## config.mk

```make
export PLATFORM = sky130hd
export DESIGN_NAME = pipe_exec_unit_flat
export DESIGN_NICKNAME = d
export VERILOG_FILES = /design/src/rtl/pipe_exec_if.sv /design/src/rtl/pipe_exec_unit.sv /design/src/flat_wrapper.sv
export SDC_FILE = /design/constraint.sdc
export NUM_CORES = 1
export LEC_CHECK = 0
export BUFFER_PORTS_ARGS = -buffer_cell sky130_fd_sc_hd__buf_4
export CORE_ASPECT_RATIO = 0.75
export CORE_UTILIZATION = 30
export DETAILED_ROUTE_END_ITERATION = 10
export MAX_ROUTING_LAYER = met4
export PLACE_DENSITY = 0.57
export SLEW_MARGIN = 20
export SYNTH_ARGS = -nofsm -noshare
export SYNTH_HDL_FRONTEND = slang
export SYNTH_SLANG_ARGS = --single-unit
```

## constraint.sdc

```tcl
create_clock -name clk -period 3.57 [get_ports clk]
set_clock_uncertainty 0.05 [all_clocks]
set_input_delay 0.1785 -clock clk [delete_from_list [all_inputs] [get_ports clk]]
set_output_delay 0.1785 -clock clk [all_outputs]
set_load 0.05 [all_outputs]
```

## src/rtl/pipe_exec_if.sv

```systemverilog
// Request/result handshake bundle between an issuing stage and pipe_exec_unit.
interface pipe_exec_if #(
  parameter int unsigned DATA_W = 16
);
  logic              in_valid;
  logic              in_ready;
  logic [3:0]        op;
  logic [DATA_W-1:0] src1;
  logic [DATA_W-1:0] src2;
  logic [DATA_W-1:0] imm_val;
  logic [DATA_W-1:0] mem_data;
  logic              out_valid;
  logic              out_ready;
  logic [DATA_W-1:0] out_data;
  logic              out_zero;
  logic              out_carry;
  logic              busy;

  modport master (
    output in_valid, op, src1, src2, imm_val, mem_data, out_ready,
    input  in_ready, out_valid, out_data, out_zero, out_carry, busy
  );

  modport slave (
    input  in_valid, op, src1, src2, imm_val, mem_data, out_ready,
    output in_ready, out_valid, out_data, out_zero, out_carry, busy
  );
endinterface

```

## src/rtl/pipe_exec_unit.sv

```systemverilog
// Single-issue execution unit: 1-cycle ALU/load ops, iterative shift-add multiply,
// result held in an output register until the consumer takes it.
module pipe_exec_unit #(
  parameter int unsigned DATA_W  = 16,
  parameter int unsigned SHAMT_W = $clog2(DATA_W)
) (
  input  logic       clk,
  input  logic       rst_n,
  pipe_exec_if.slave bus
);

  localparam logic [3:0] OP_ADD = 4'd0;
  localparam logic [3:0] OP_SUB = 4'd1;
  localparam logic [3:0] OP_AND = 4'd2;
  localparam logic [3:0] OP_OR  = 4'd3;
  localparam logic [3:0] OP_XOR = 4'd4;
  localparam logic [3:0] OP_SHL = 4'd5;
  localparam logic [3:0] OP_SHR = 4'd6;
  localparam logic [3:0] OP_MUL = 4'd7;
  localparam logic [3:0] OP_LI  = 4'd8;
  localparam logic [3:0] OP_LW  = 4'd9;

  localparam logic [SHAMT_W-1:0] CNT_LAST = SHAMT_W'(DATA_W - 1);

  typedef enum logic [1:0] {
    S_IDLE = 2'd0,
    S_MUL  = 2'd1,
    S_HOLD = 2'd2
  } state_t;

  state_t              state_q, state_d;
  logic [SHAMT_W-1:0]  cnt_q, cnt_d;
  logic [DATA_W-1:0]   acc_q, acc_d;
  logic [DATA_W-1:0]   mcand_q, mcand_d;
  logic [DATA_W-1:0]   mplier_q, mplier_d;
  logic [DATA_W-1:0]   data_q, data_d;
  logic                zero_q, zero_d;
  logic                carry_q, carry_d;
  logic                valid_q, valid_d;
  logic                busy_q, busy_d;

  logic                in_ready_c;
  logic                accept;
  logic [DATA_W:0]     sum_w;
  logic [DATA_W:0]     diff_w;
  logic [DATA_W-1:0]   alu_res;
  logic                alu_carry;
  logic [DATA_W-1:0]   acc_next;
  logic [SHAMT_W-1:0]  shamt;

  assign in_ready_c = (state_q == S_IDLE) || ((state_q == S_HOLD) && bus.out_ready);
  assign accept     = bus.in_valid && in_ready_c;
  assign shamt      = bus.src2[SHAMT_W-1:0];

  // Single-cycle result for every op except MUL (borrow = top bit of the widened difference)
  always_comb begin
    sum_w     = {1'b0, bus.src1} + {1'b0, bus.src2};
    diff_w    = {1'b0, bus.src1} - {1'b0, bus.src2};
    alu_res   = '0;
    alu_carry = 1'b0;
    case (bus.op)
      OP_ADD: begin
        alu_res   = sum_w[DATA_W-1:0];
        alu_carry = sum_w[DATA_W];
      end
      OP_SUB: begin
        alu_res   = diff_w[DATA_W-1:0];
        alu_carry = diff_w[DATA_W];
      end
      OP_AND:  alu_res = bus.src1 & bus.src2;
      OP_OR:   alu_res = bus.src1 | bus.src2;
      OP_XOR:  alu_res = bus.src1 ^ bus.src2;
      OP_SHL:  alu_res = bus.src1 << shamt;
      OP_SHR:  alu_res = bus.src1 >> shamt;
      OP_LI:   alu_res = bus.imm_val;
      OP_LW:   alu_res = bus.mem_data;
      default: alu_res = '0;
    endcase
  end

  // One shift-add step: the multiplier LSB gates the shifted multiplicand into the accumulator
  assign acc_next = mplier_q[0] ? (acc_q + mcand_q) : acc_q;

  // Next-state and registered-output logic
  always_comb begin
    state_d  = state_q;
    cnt_d    = cnt_q;
    acc_d    = acc_q;
    mcand_d  = mcand_q;
    mplier_d = mplier_q;
    data_d   = data_q;
    zero_d   = zero_q;
    carry_d  = carry_q;
    valid_d  = valid_q;
    busy_d   = busy_q;

    case (state_q)
      S_IDLE, S_HOLD: begin
        if (accept) begin
          if (bus.op == OP_MUL) begin
            state_d  = S_MUL;
            cnt_d    = '0;
            acc_d    = '0;
            mcand_d  = bus.src1;
            mplier_d = bus.src2;
            valid_d  = 1'b0;
            busy_d   = 1'b1;
          end else begin
            state_d  = S_HOLD;
            data_d   = alu_res;
            zero_d   = (alu_res == '0);
            carry_d  = alu_carry;
            valid_d  = 1'b1;
            busy_d   = 1'b0;
          end
        end else if (state_q == S_HOLD && bus.out_ready) begin
          state_d = S_IDLE;
          valid_d = 1'b0;
        end
      end
      S_MUL: begin
        acc_d    = acc_next;
        mcand_d  = mcand_q << 1;
        mplier_d = mplier_q >> 1;
        cnt_d    = cnt_q + SHAMT_W'(1);
        if (cnt_q == CNT_LAST) begin
          state_d = S_HOLD;
          cnt_d   = '0;
          data_d  = acc_next;
          zero_d  = (acc_next == '0);
          carry_d = 1'b0;
          valid_d = 1'b1;
          busy_d  = 1'b0;
        end
      end
      default: begin
        state_d = S_IDLE;
        valid_d = 1'b0;
        busy_d  = 1'b0;
      end
    endcase
  end

  // State and output registers
  always_ff @(posedge clk or negedge rst_n) begin
    if (!rst_n) begin
      state_q  <= S_IDLE;
      cnt_q    <= '0;
      acc_q    <= '0;
      mcand_q  <= '0;
      mplier_q <= '0;
      data_q   <= '0;
      zero_q   <= 1'b0;
      carry_q  <= 1'b0;
      valid_q  <= 1'b0;
      busy_q   <= 1'b0;
    end else begin
      state_q  <= state_d;
      cnt_q    <= cnt_d;
      acc_q    <= acc_d;
      mcand_q  <= mcand_d;
      mplier_q <= mplier_d;
      data_q   <= data_d;
      zero_q   <= zero_d;
      carry_q  <= carry_d;
      valid_q  <= valid_d;
      busy_q   <= busy_d;
    end
  end

  assign bus.in_ready  = in_ready_c;
  assign bus.out_valid = valid_q;
  assign bus.out_data  = data_q;
  assign bus.out_zero  = zero_q;
  assign bus.out_carry = carry_q;
  assign bus.busy      = busy_q;

endmodule

```

## src/flat_wrapper.sv

```systemverilog
// flat-port wrapper written by rule: the top's interface ports become plain ports
module pipe_exec_unit_flat 
#(
  parameter int unsigned DATA_W  = 16,
  parameter int unsigned SHAMT_W = $clog2(DATA_W)
)
  (clk, rst_n, bus_in_valid, bus_op, bus_src1, bus_src2, bus_imm_val, bus_mem_data, bus_out_ready, bus_in_ready, bus_out_valid, bus_out_data, bus_out_zero, bus_out_carry, bus_busy);
  pipe_exec_if #(.DATA_W(DATA_W)) bus_i ();
  input  logic clk;
  input  logic rst_n;
  input wire logic [$bits(bus_i.in_valid)-1:0] bus_in_valid;
  input wire logic [$bits(bus_i.op)-1:0] bus_op;
  input wire logic [$bits(bus_i.src1)-1:0] bus_src1;
  input wire logic [$bits(bus_i.src2)-1:0] bus_src2;
  input wire logic [$bits(bus_i.imm_val)-1:0] bus_imm_val;
  input wire logic [$bits(bus_i.mem_data)-1:0] bus_mem_data;
  input wire logic [$bits(bus_i.out_ready)-1:0] bus_out_ready;
  output wire logic [$bits(bus_i.in_ready)-1:0] bus_in_ready;
  output wire logic [$bits(bus_i.out_valid)-1:0] bus_out_valid;
  output wire logic [$bits(bus_i.out_data)-1:0] bus_out_data;
  output wire logic [$bits(bus_i.out_zero)-1:0] bus_out_zero;
  output wire logic [$bits(bus_i.out_carry)-1:0] bus_out_carry;
  output wire logic [$bits(bus_i.busy)-1:0] bus_busy;
  assign bus_i.in_valid = bus_in_valid;
  assign bus_i.op = bus_op;
  assign bus_i.src1 = bus_src1;
  assign bus_i.src2 = bus_src2;
  assign bus_i.imm_val = bus_imm_val;
  assign bus_i.mem_data = bus_mem_data;
  assign bus_i.out_ready = bus_out_ready;
  assign bus_in_ready = bus_i.in_ready;
  assign bus_out_valid = bus_i.out_valid;
  assign bus_out_data = bus_i.out_data;
  assign bus_out_zero = bus_i.out_zero;
  assign bus_out_carry = bus_i.out_carry;
  assign bus_busy = bus_i.busy;
  pipe_exec_unit #(.DATA_W(DATA_W), .SHAMT_W(SHAMT_W)) u_core (.clk(clk), .rst_n(rst_n), .bus(bus_i));
endmodule
```

; ---- After elaboration in Yosys (flattened, before gate mapping)
; Cells that the tools add are included.
[word_totals]
ff_bits = 74
latch_bits = 0
ramBits = 0
romBits = 0
word_cells = 90
mem_count = 0
[op_classes]
n_addsub = 4
multipliers = 0
div = 0
order_cmp = 0
n_eq_ne = 17
n_shift = 2
mux = 41
bitwise = 3
reduce_logical = 13
[ops]
columns = op, count
row1 = two-way mux 16 bit, 10
row2 = case mux 16 bit (9 select lines), 1
row3 = case mux 16 bit (2 select lines), 4
row4 = logical NOT 16 bit, 2
row5 = adder 16 x 16 -> 17 bit, 1
row6 = subtractor 16 x 16 -> 17 bit, 1
row7 = adder 16 bit, 1
row8 = bitwise AND 16 bit, 1
row9 = equality test 4 x 3 -> 1 bit (second input constant), 4
row10 = OR 16 bit, 1
row11 = left shift 16 x 4 -> 16 bit, 1
row12 = right shift 16 x 4 -> 16 bit, 1
row13 = XOR 16 bit, 1
row14 = equality test 4 bit (second input constant), 3
row15 = two-way mux 1 bit, 12
row16 = two-way mux 4 bit, 3
row17 = case mux 1 bit (2 select lines), 5
row18 = equality test 4 x 2 -> 1 bit (second input constant), 2
row19 = two-way mux 2 bit, 4
row20 = case mux 4 bit (2 select lines), 1
row21 = inequality test 2 x 1 -> 1 bit (second input constant), 3
row22 = adder 4 x 1 -> 4 bit (second input constant), 1
row23 = equality test 4 x 1 -> 1 bit (second input constant), 1
row24 = logical NOT 4 bit, 1
row25 = 13 further kinds, 15

; ---- Logic depth before layout (Yosys ltp)
; Gate-level depths: netlist of run 1.
[logic_depth]
word_depth = 6
depth_mapped = 15
mapped_depth_nobuf = 13

; ---- Worst setup path before layout of run 1
; Ideal clock, no wire load.
[synth_path]
kind = in2reg
start = input bus_src2[2]
end = register u_core.data_q[14] (netlist: u_core.bus.out_data[14])
setup_time_ns = 0.067
arrival_ns = 3.377
required_time_ns = 3.453
setup_slack_ns = 0.076
path_stages = 15
path_cell_list = buf_2 inv_1 buf_4 clkbuf_1 ha_1 clkbuf_1 a211oi_1 o21ai_1 a41o_1 or4_1 a211oi_1 nor2_1 o221a_2 a21oi_1 a22o_1
[synth_between]
elab_chain_len = 5
word_cells_on_any_way = 8
classes_between = add/sub (2) / shift (2) / mux (4)
[synth_lines]
columns = item, line
row1 = "start, declared", flat_wrapper.sv:14  ; input wire logic [$bits(bus_i.src2)-1:0] bus_src2;
row2 = "subtractor 16 x 16 -> 17 bit, or another cell as far along", pipe_exec_unit.sv:58  ; diff_w = {1'b0, bus.src1} - {1'b0, bus.src2};
row3 = case mux 16 bit (9 select lines) *, pipe_exec_unit.sv:61  ; case (bus.op)
row4 = two-way mux 16 bit *, pipe_exec_unit.sv:100  ; if (bus.op == OP_MUL) begin
row5 = two-way mux 16 bit *, pipe_exec_unit.sv:99  ; if (accept) begin
row6 = case mux 16 bit (2 select lines) *, pipe_exec_unit.sv:97  ; case (state_q)
row7 = "end signal, assigned", pipe_exec_unit.sv:163  ; data_q <= data_d;
row8 = "end, declared", pipe_exec_unit.sv:36  ; logic [DATA_W-1:0] data_q, data_d;
; Every way passes the cells marked *; elsewhere a longest branch is shown, timed or not. The select of a mux whose other input is x is not followed.
; A chain may end at the register's enable or synchronous reset.

; ---- Final worst setup path of run 1
[layout_path]
start = input bus_src1[0]
end = register u_core.zero_q (netlist: u_core.bus.out_zero)
[layout_between]
elab_chain_len = 6
word_cells_on_any_way = 12
classes_between = add/sub (2) / shift (2) / mux (4) / bitwise (3) / reduce/logical (1)
[layout_lines]
columns = item, line
row1 = "start, declared", flat_wrapper.sv:13  ; input wire logic [$bits(bus_i.src1)-1:0] bus_src1;
row2 = "subtractor 16 x 16 -> 17 bit, or another cell as far along", pipe_exec_unit.sv:58
row3 = case mux 16 bit (9 select lines) *, pipe_exec_unit.sv:61
row4 = logical NOT 16 bit *, pipe_exec_unit.sv:111  ; zero_d = (alu_res == '0);
row5 = two-way mux 1 bit *, pipe_exec_unit.sv:100
row6 = two-way mux 1 bit *, pipe_exec_unit.sv:99
row7 = case mux 1 bit (2 select lines) *, pipe_exec_unit.sv:97
row8 = "end signal, assigned", pipe_exec_unit.sv:164  ; zero_q <= zero_d;
row9 = "end, declared", pipe_exec_unit.sv:37  ; logic zero_q, zero_d;
; Marks and branches as above.

==> metrics.yaml, run 1 <==
sta:
  fmax_ghz: 0.3022
  worst_pin_slew_ns: 0.9482
  rsz0062_at_grt: "no"
  hold_violations: 0
  whs_ns: 0.07704
  maxSlewViolCount: 0
  fin_tns_setup_ns: 0
  relSlewSlack_pct: 36.30
  setup_viol: 0
  min_period_ns: 3.309
  finalCritPeriodShare_pct: 92.70
synthesis:
  synth_top_area_share_pct: 21.89
  ys_types: 90
  yosys_warnings: 0
  avgSynthCellArea_um2: 8.279
  synthArstFlopShare_pct: 100.0
  synth_seq_cells: 73
  yosysTopAreaCell: "dfrtp_1"
  synth_area_um2: 8346
  synthCells: 1008
  syn-num-nets: 1148
  synth_top_flop_cell: "dfrtp_1"
  synth_edf_count: 0
  synth.top_cells.by_area: "dfrtp_1 (22%), ha_1 (9.7%), nor2_1 (5.9%), mux4_2 (4.9%), o21ai_0 (3.4%)"
  synth-seq-area-share_pct: 21.89
detailed_routing:
  drt_iter0_markers: 1040
  routed_via_density: 6.017
  drc: 0
  routed_wl_mm: 33.18
  ant_nets: 0
  via_count: 8719
  dr.pass1.iters: 5
  wire_per_inst_um: 22.90
hold_path:
  hold_depth: 4
  worstHoldStart: "bus_out_ready"
  min_path_type: "primary input to flop"
  holdPathEnd: "u_core.bus.out_valid"
clock_network:
  cts_tree: "done"
  cts_sinks: 73
  clockBufferDepth: 2
  numCtsBuffers: 9
  clk_latency_ns: 0.35
  htreeDepth: 3
  clkTransAtPathRegs_ns: 0.06
  cts_root_buf: "clkbuf_16"
place:
  io_buffers: 92
  dp_hpwl_mm: 26.01
  gp_congestion: 0.9640
floorplanning:
  die_x_um: 194.6
  fp.dieH_um: 146.4
  initial_core_util_pct: 30.76
  ios: 93
  core_um2: 27130
  dieArea_um2: 28500
  row_count: 52
power:
  leakagePower_nw: 4.373
  finalPower_mw: 5.312
  power_density_nw_per_um2: 538.5
  ir_drop_mv: 0.2573
critical_path:
  reg2reg_slack_ns: 0.27
  worst-path-max-fanout: 7
  rr_startpoint: "u_core.mcand_q[0]"
  crit_chain: "buf_4 > inv_1 > ha_1 > inv_1 > fa_1 > nor2b_1 > o311ai_0 > a21oi_1 > o41ai_1 > o221ai_1 > a21bo_2 > a211oi_1 > nand4_1 > o31ai_2"
  cp-end-kind: "flop"
  cp_common_cell: "inv_1"
  r2r_end: "u_core.bus.out_zero"
  critPathMaxStageDelay_ns: 0.48
  crit_path_top_delay_cell: "o311ai_0"
  crit_arrival_ns: 3.52
  path_buf_inv: 3
  cp-start-kind: "primary input"
  reg2regPathDepth: 11
  crit_family: "compound AO/OA/AOI/OAI gates"
  cp.required_ns: 3.79
  worst-setup-path-type: "primary input to flop"
cells_and_area:
  num_antenna_cells: 0
  multiInputGateArea_um2: 5972
  syn_to_final_growth_pct: 18.19
  final_cell_mix: "buf_4 (147), nor2_1 (131), dfrtp_1 (73)"
  drive_above_1_share_pct: 20.67
  seqCellArea_um2: 1827
  num-fill-cells: 2862
  nNetsFinal: 1233
  layout_commonest_cell: "buf_4"
global_routing:
  grt_pass1_wl_mm: 50.78
  antenna_found_initial: 0
  grt_pass1_vias: 8021
  grt_util_all_layers_pct: 24.04
  grt.overflow.total: 0
  grt_max_degree: 75
status:
  status: "finished, final reports clean"
job:
  maxCapViolCount: 0
==> tightest hold or removal path, stage by stage <==
cell	delay, ns
buf_4	0.08
o21ai_0	0.07
nand2_1	0.07
nand2_1	0.05
==> where the power goes <==
part / internal (mW) / switching, mW
logic: 1.19 / 1.72
clock network: 0.612 / 0.384
registers: 1.15 / 0.256
total: 2.95 / 2.36
==> Yosys cell counts (all sizes together), types with 8 or more instances <==
cell type / n
a211o: 10
dfrtp: 73
nand2b: 9
o22ai: 39
o21ai: 61
o211ai: 15
nor2b: 17
mux2: 9
mux4: 25
clkbuf: 40
nor2: 131
a21oi: 51
a22o: 8
nand4: 9
nor4: 8
a211oi: 11
nand2: 62
o31ai: 10
a21o: 12
nand3: 32
a31o: 13
ha: 65
a22oi: 14
buf: 34
mux2i: 28
inv: 50
nor3: 18
and2: 9
==> routing by layer <==
| metal | GRT usage [%] | part of all wire, % | vias to the layer above |
|---|---|---|---|
| met1 | 36.30 | 48 | 4261 |
| li1 | - | - | 4003 |
| met5 | - | 0 | - |
| met3 | 4.458 | 9.5 | 22 |
| met4 | 3.889 | 0.99 | 0 |
| met2 | 32.96 | 41 | 433 |
==> final cells by class <==
class,instances,share of cell area (%)
inverter,51,1.941
timing repair buffer,148,11.29
clock buffer,9,2.283
tap,351,4.453
sequential,73,18.52
multi-input combinational,810,60.55
clock inverter,7,0.9641
==> how the worst max path moves through the flow <==
stage	end	cells after the start	start
final	u_core.bus.out_zero	14	bus_src1[0]
after global routing	u_core.bus.out_zero	11	u_core.mcand_q[0]
after CTS	u_core.bus.out_zero	11	u_core.mcand_q[0]
after detailed placement	u_core.bus.out_zero	13	bus_src1[0]
after global placement	u_core.bus.out_zero	13	bus_src1[0]
after floorplan	u_core.bus.out_data[14]	15	bus_src2[2]
==> what timing repair did <==
action	in CTS	in global routing
endpoints found under the setup margin	0	3
hold endpoints to repair	54	0
resized for setup	0	1
hold buffers	1	0
buffers inserted	0	0
==> logic make-up after synthesis <==
family	synth area share, %
muxes	11.87
AOI/OAI and AO/OA	28.25
buffers and inverters	6.747
xor gates and xnor gates	1.364
adders and majority gates	10.46
and+or+nand+nor	19.42
DFF	21.89
==> metrics by stage <==
step                setup WS, ns  instances  util (%)  instance area [um2]
floorplan                0.07575       1008         -                 8346
detailed placement       0.03249       1432     35.11                 9525
CTS                       0.2151       1449     36.33                 9856
finish                    0.2606       1449     36.35                 9863
global placement         0.09512       1432     35.11                 9525
global route             0.06913       1449     36.35                 9863
==> sequential cells by signal, indices dropped and copies added (netlist names) <==
name                  cells
u_core.state_q            1
u_core.acc_q             16
u_core.bus.out_carry      1
u_core.cnt_q              4
u_core.mplier_q          16
u_core.bus.out_valid      1
u_core.bus.out_zero       1
u_core.bus.busy           1
u_core.bus.out_data      16
u_core.mcand_q           16
Power figures use the tool's default switching activity.
==> run 2: changes to the inputs <==
--- a/config.mk
+++ b/config.mk
@@ -7,10 +7,10 @@
 export LEC_CHECK = 0
 export BUFFER_PORTS_ARGS = -buffer_cell sky130_fd_sc_hd__buf_4
 export CORE_ASPECT_RATIO = 0.75
-export CORE_UTILIZATION = 30
+export CORE_UTILIZATION = 60
 export DETAILED_ROUTE_END_ITERATION = 10
 export MAX_ROUTING_LAYER = met4
-export PLACE_DENSITY = 0.57
+export PLACE_DENSITY = 0.92
 export SLEW_MARGIN = 20
 export SYNTH_ARGS = -nofsm -noshare
 export SYNTH_HDL_FRONTEND = slang
==> run 2 against run 1 <==
  * The flow now finishes with violations (DRC)
  * Flip-flop and latch count did not move
  * Utilization rose by 36 points
  * Power fell by 0.12%
  * Sequential power barely moved
  * Setup slack got worse by 0.16 ns
  * Sequential share of layout area rose by 0.55 points
  * Design area fell by 2.9%
  * First-iteration DRC count rose by 20%
  * Register-to-register slack got worse by 0.17 ns
  * Non-clock buffer count fell by 7
  * Global-route usage rose by 21 points
  * Critical path depth fell by 3
  * Largest cell class unchanged
==> metrics.yaml, run 2 (synthesized netlist as in run 1, its figures left out) <==
critical_path:
  worst-setup-path-type: "flop to flop"
  worst-path-max-fanout: 3
  path_buf_inv: 0
  cp.required_ns: 3.77
  cp-start-kind: "flop"
  crit_family: "compound AO/OA/AOI/OAI gates"
  cp-end-kind: "flop"
  cp_common_cell: "and4_1"
  critPathMaxStageDelay_ns: 0.58
  crit_arrival_ns: 3.67
  crit_path_top_delay_cell: "a2111oi_0"
  crit_chain: "ha_1 > fa_1 > a211oi_1 > o21ai_0 > nand2_1 > xnor2_1 > a2111oi_0 > and4_1 > and4_1 > a32oi_1 > o31ai_2"
floorplanning:
  fp.dieH_um: 104.1
  row_count: 36
  ios: 93
  dieArea_um2: 14390
  initial_core_util_pct: 62.81
  core_um2: 13290
  die_x_um: 138.2
place:
  io_buffers: 92
  gp_congestion: 1.064
  dp_hpwl_mm: 23.88
  placed_cells: 1245
  place_ws_ns: 0.03091
clock_network:
  clk_latency_ns: 0.34
  cts_tree: "done"
  cts_sinks: 73
  htreeDepth: 3
  post-cts-setup-buffer-count: 0
  clockBufferDepth: 2
  clkTransAtPathRegs_ns: 0.06
  numCtsBuffers: 9
  cts_root_buf: "clkbuf_16"
detailed_routing:
  routed_via_density: 7.176
  dr.pass1.iters: 10
  drt_iter0_markers: 1243
  routed_wl_mm: 31.30
  via_count: 9056
  drc: 8
  wire_per_inst_um: 24.81
  ant_nets: 0
power:
  power_switching_mw: 2.428
  seq_power_share_pct: 26.6
  internal_power_mw: 2.878
  power_density_nw_per_um2: 553.9
  ir_drop_mv: 0.6730
  p_comb_share_pct: 55.6
  leakagePower_nw: 4.339
  p_sw_share_pct: 45.76
  clockPowerShare_pct: 17.8
status:
  status: "finished with violations"
  violations: "DRC"
hold_path:
  min_path_type: "primary input to flop"
global_routing:
  grt_max_degree: 74
  antenna_found_initial: 0
  grt_pass1_wl_mm: 48.27
  grt_pass1_vias: 8353
  grt.overflow.total: 0
  grt_util_all_layers_pct: 44.95
sta:
  fin_tns_setup_ns: 0
  setup_viol: 0
  fmax_ghz: 0.2884
  relSlewSlack_pct: 17.84
  finalCritPeriodShare_pct: 97.14
  rsz0062_at_grt: "no"
  hold_violations: 0
  setup_ws_ns: 0.1021
  min_period_ns: 3.468
  maxSlewViolCount: 0
  worst_pin_slew_ns: 1.229
cells_and_area:
  seqCellArea_um2: 1827
  syn_to_final_growth_pct: 14.77
  final_cell_mix: "buf_4 (139), nor2_1 (131), dfrtp_1 (73)"
  layout_commonest_cell: "buf_4"
  num-fill-cells: 1025
  num_antenna_cells: 0
  drive_above_1_share_pct: 20.16
  nNetsFinal: 1226
  layoutNonFillerInstCount: 1262
  multiInputGateArea_um2: 5972
job:
  maxCapViolCount: 0
-- run 2: final timing paths --
| path | from | cells after the start | slack (ns) | endpoint |
|---|---|---|---|---|
| max | u_core.mcand_q[0] | 11 | 0.10 | u_core.bus.out_zero |
| min | bus_src2[5] | 3 | 0.08 | u_core.mplier_q[5] |
| max reg2reg | u_core.mcand_q[0] | 11 | 0.10 | u_core.bus.out_zero |
| min reg2reg | u_core.bus.out_data[10] | 2 | 0.43 | u_core.bus.out_data[10] |
| max in group asynchronous | rst_n | 2 | 2.38 | u_core.mplier_q[7] |
| min in group asynchronous | rst_n | 2 | 0.46 | u_core.bus.out_carry |
-- run 2: worst reg2reg max path: cells and delay by family, from the launching register on --
family / cells / cell delay, ns
AOI/OAI and AO/OA: 5 / 1.42
adders and majority gates: 2 / 0.71
and+or+nand+nor: 3 / 0.67
DFF: 1 / 0.43
xor gates and xnor gates: 1 / 0.10
-- run 2: metal layers --
layer	vias up	routed length [um]	GRT usage [%]	share of wire [%]
met5	-	0	-	0
met4	0	983	13.64	3.1
met3	96	4120	11.10	13
li1	3989	-	-	-
met2	647	13090	63.67	42
met1	4324	13110	63.10	42
-- run 2: cell type report --
type,instances,area share (%)
Tap cell,171,2.234
Clock buffer,9,2.351
Multi-Input combinational cell,810,62.35
Timing Repair Buffer,141,11.21
Inverter,51,1.999
Sequential cell,73,19.07
Clock inverter,7,0.7838
-- run 2: power by group through the flow --
stage | Clock (mW) | Sequential [mW] | Combinational (mW)
6_report | 0.944 | 1.41 | 2.95
5_1_grt | 0.978 | 1.44 | 3.17
4_1_cts | 0.943 | 1.40 | 2.84
3_5_place_dp | 0 | 1.41 | 2.81
3_3_place_gp | 0 | 1.39 | 2.72
2_1_floorplan | 0 | 1.54 | 1.86
-- run 2: timing repair --
action                                  in CTS  in global routing
hold endpoints to repair                    73                  0
endpoints found under the setup margin       0                  2
hold buffers                                 1                  0
resized for setup                            0                  1
-- run 2: metrics by stage --
stage	instance area [um2]	power [mW]	hold slack, ns	util, %
2_1_floorplan	8346	3.396	-0.1671	-
3_3_place_gp	9260	4.109	0.3124	69.69
3_5_place_dp	9260	4.225	0.3192	69.69
4_1_cts	9570	5.187	0.08464	72.02
5_1_grt	9578	5.594	0.1003	72.08
6_report	9578	5.305	0.08333	72.08
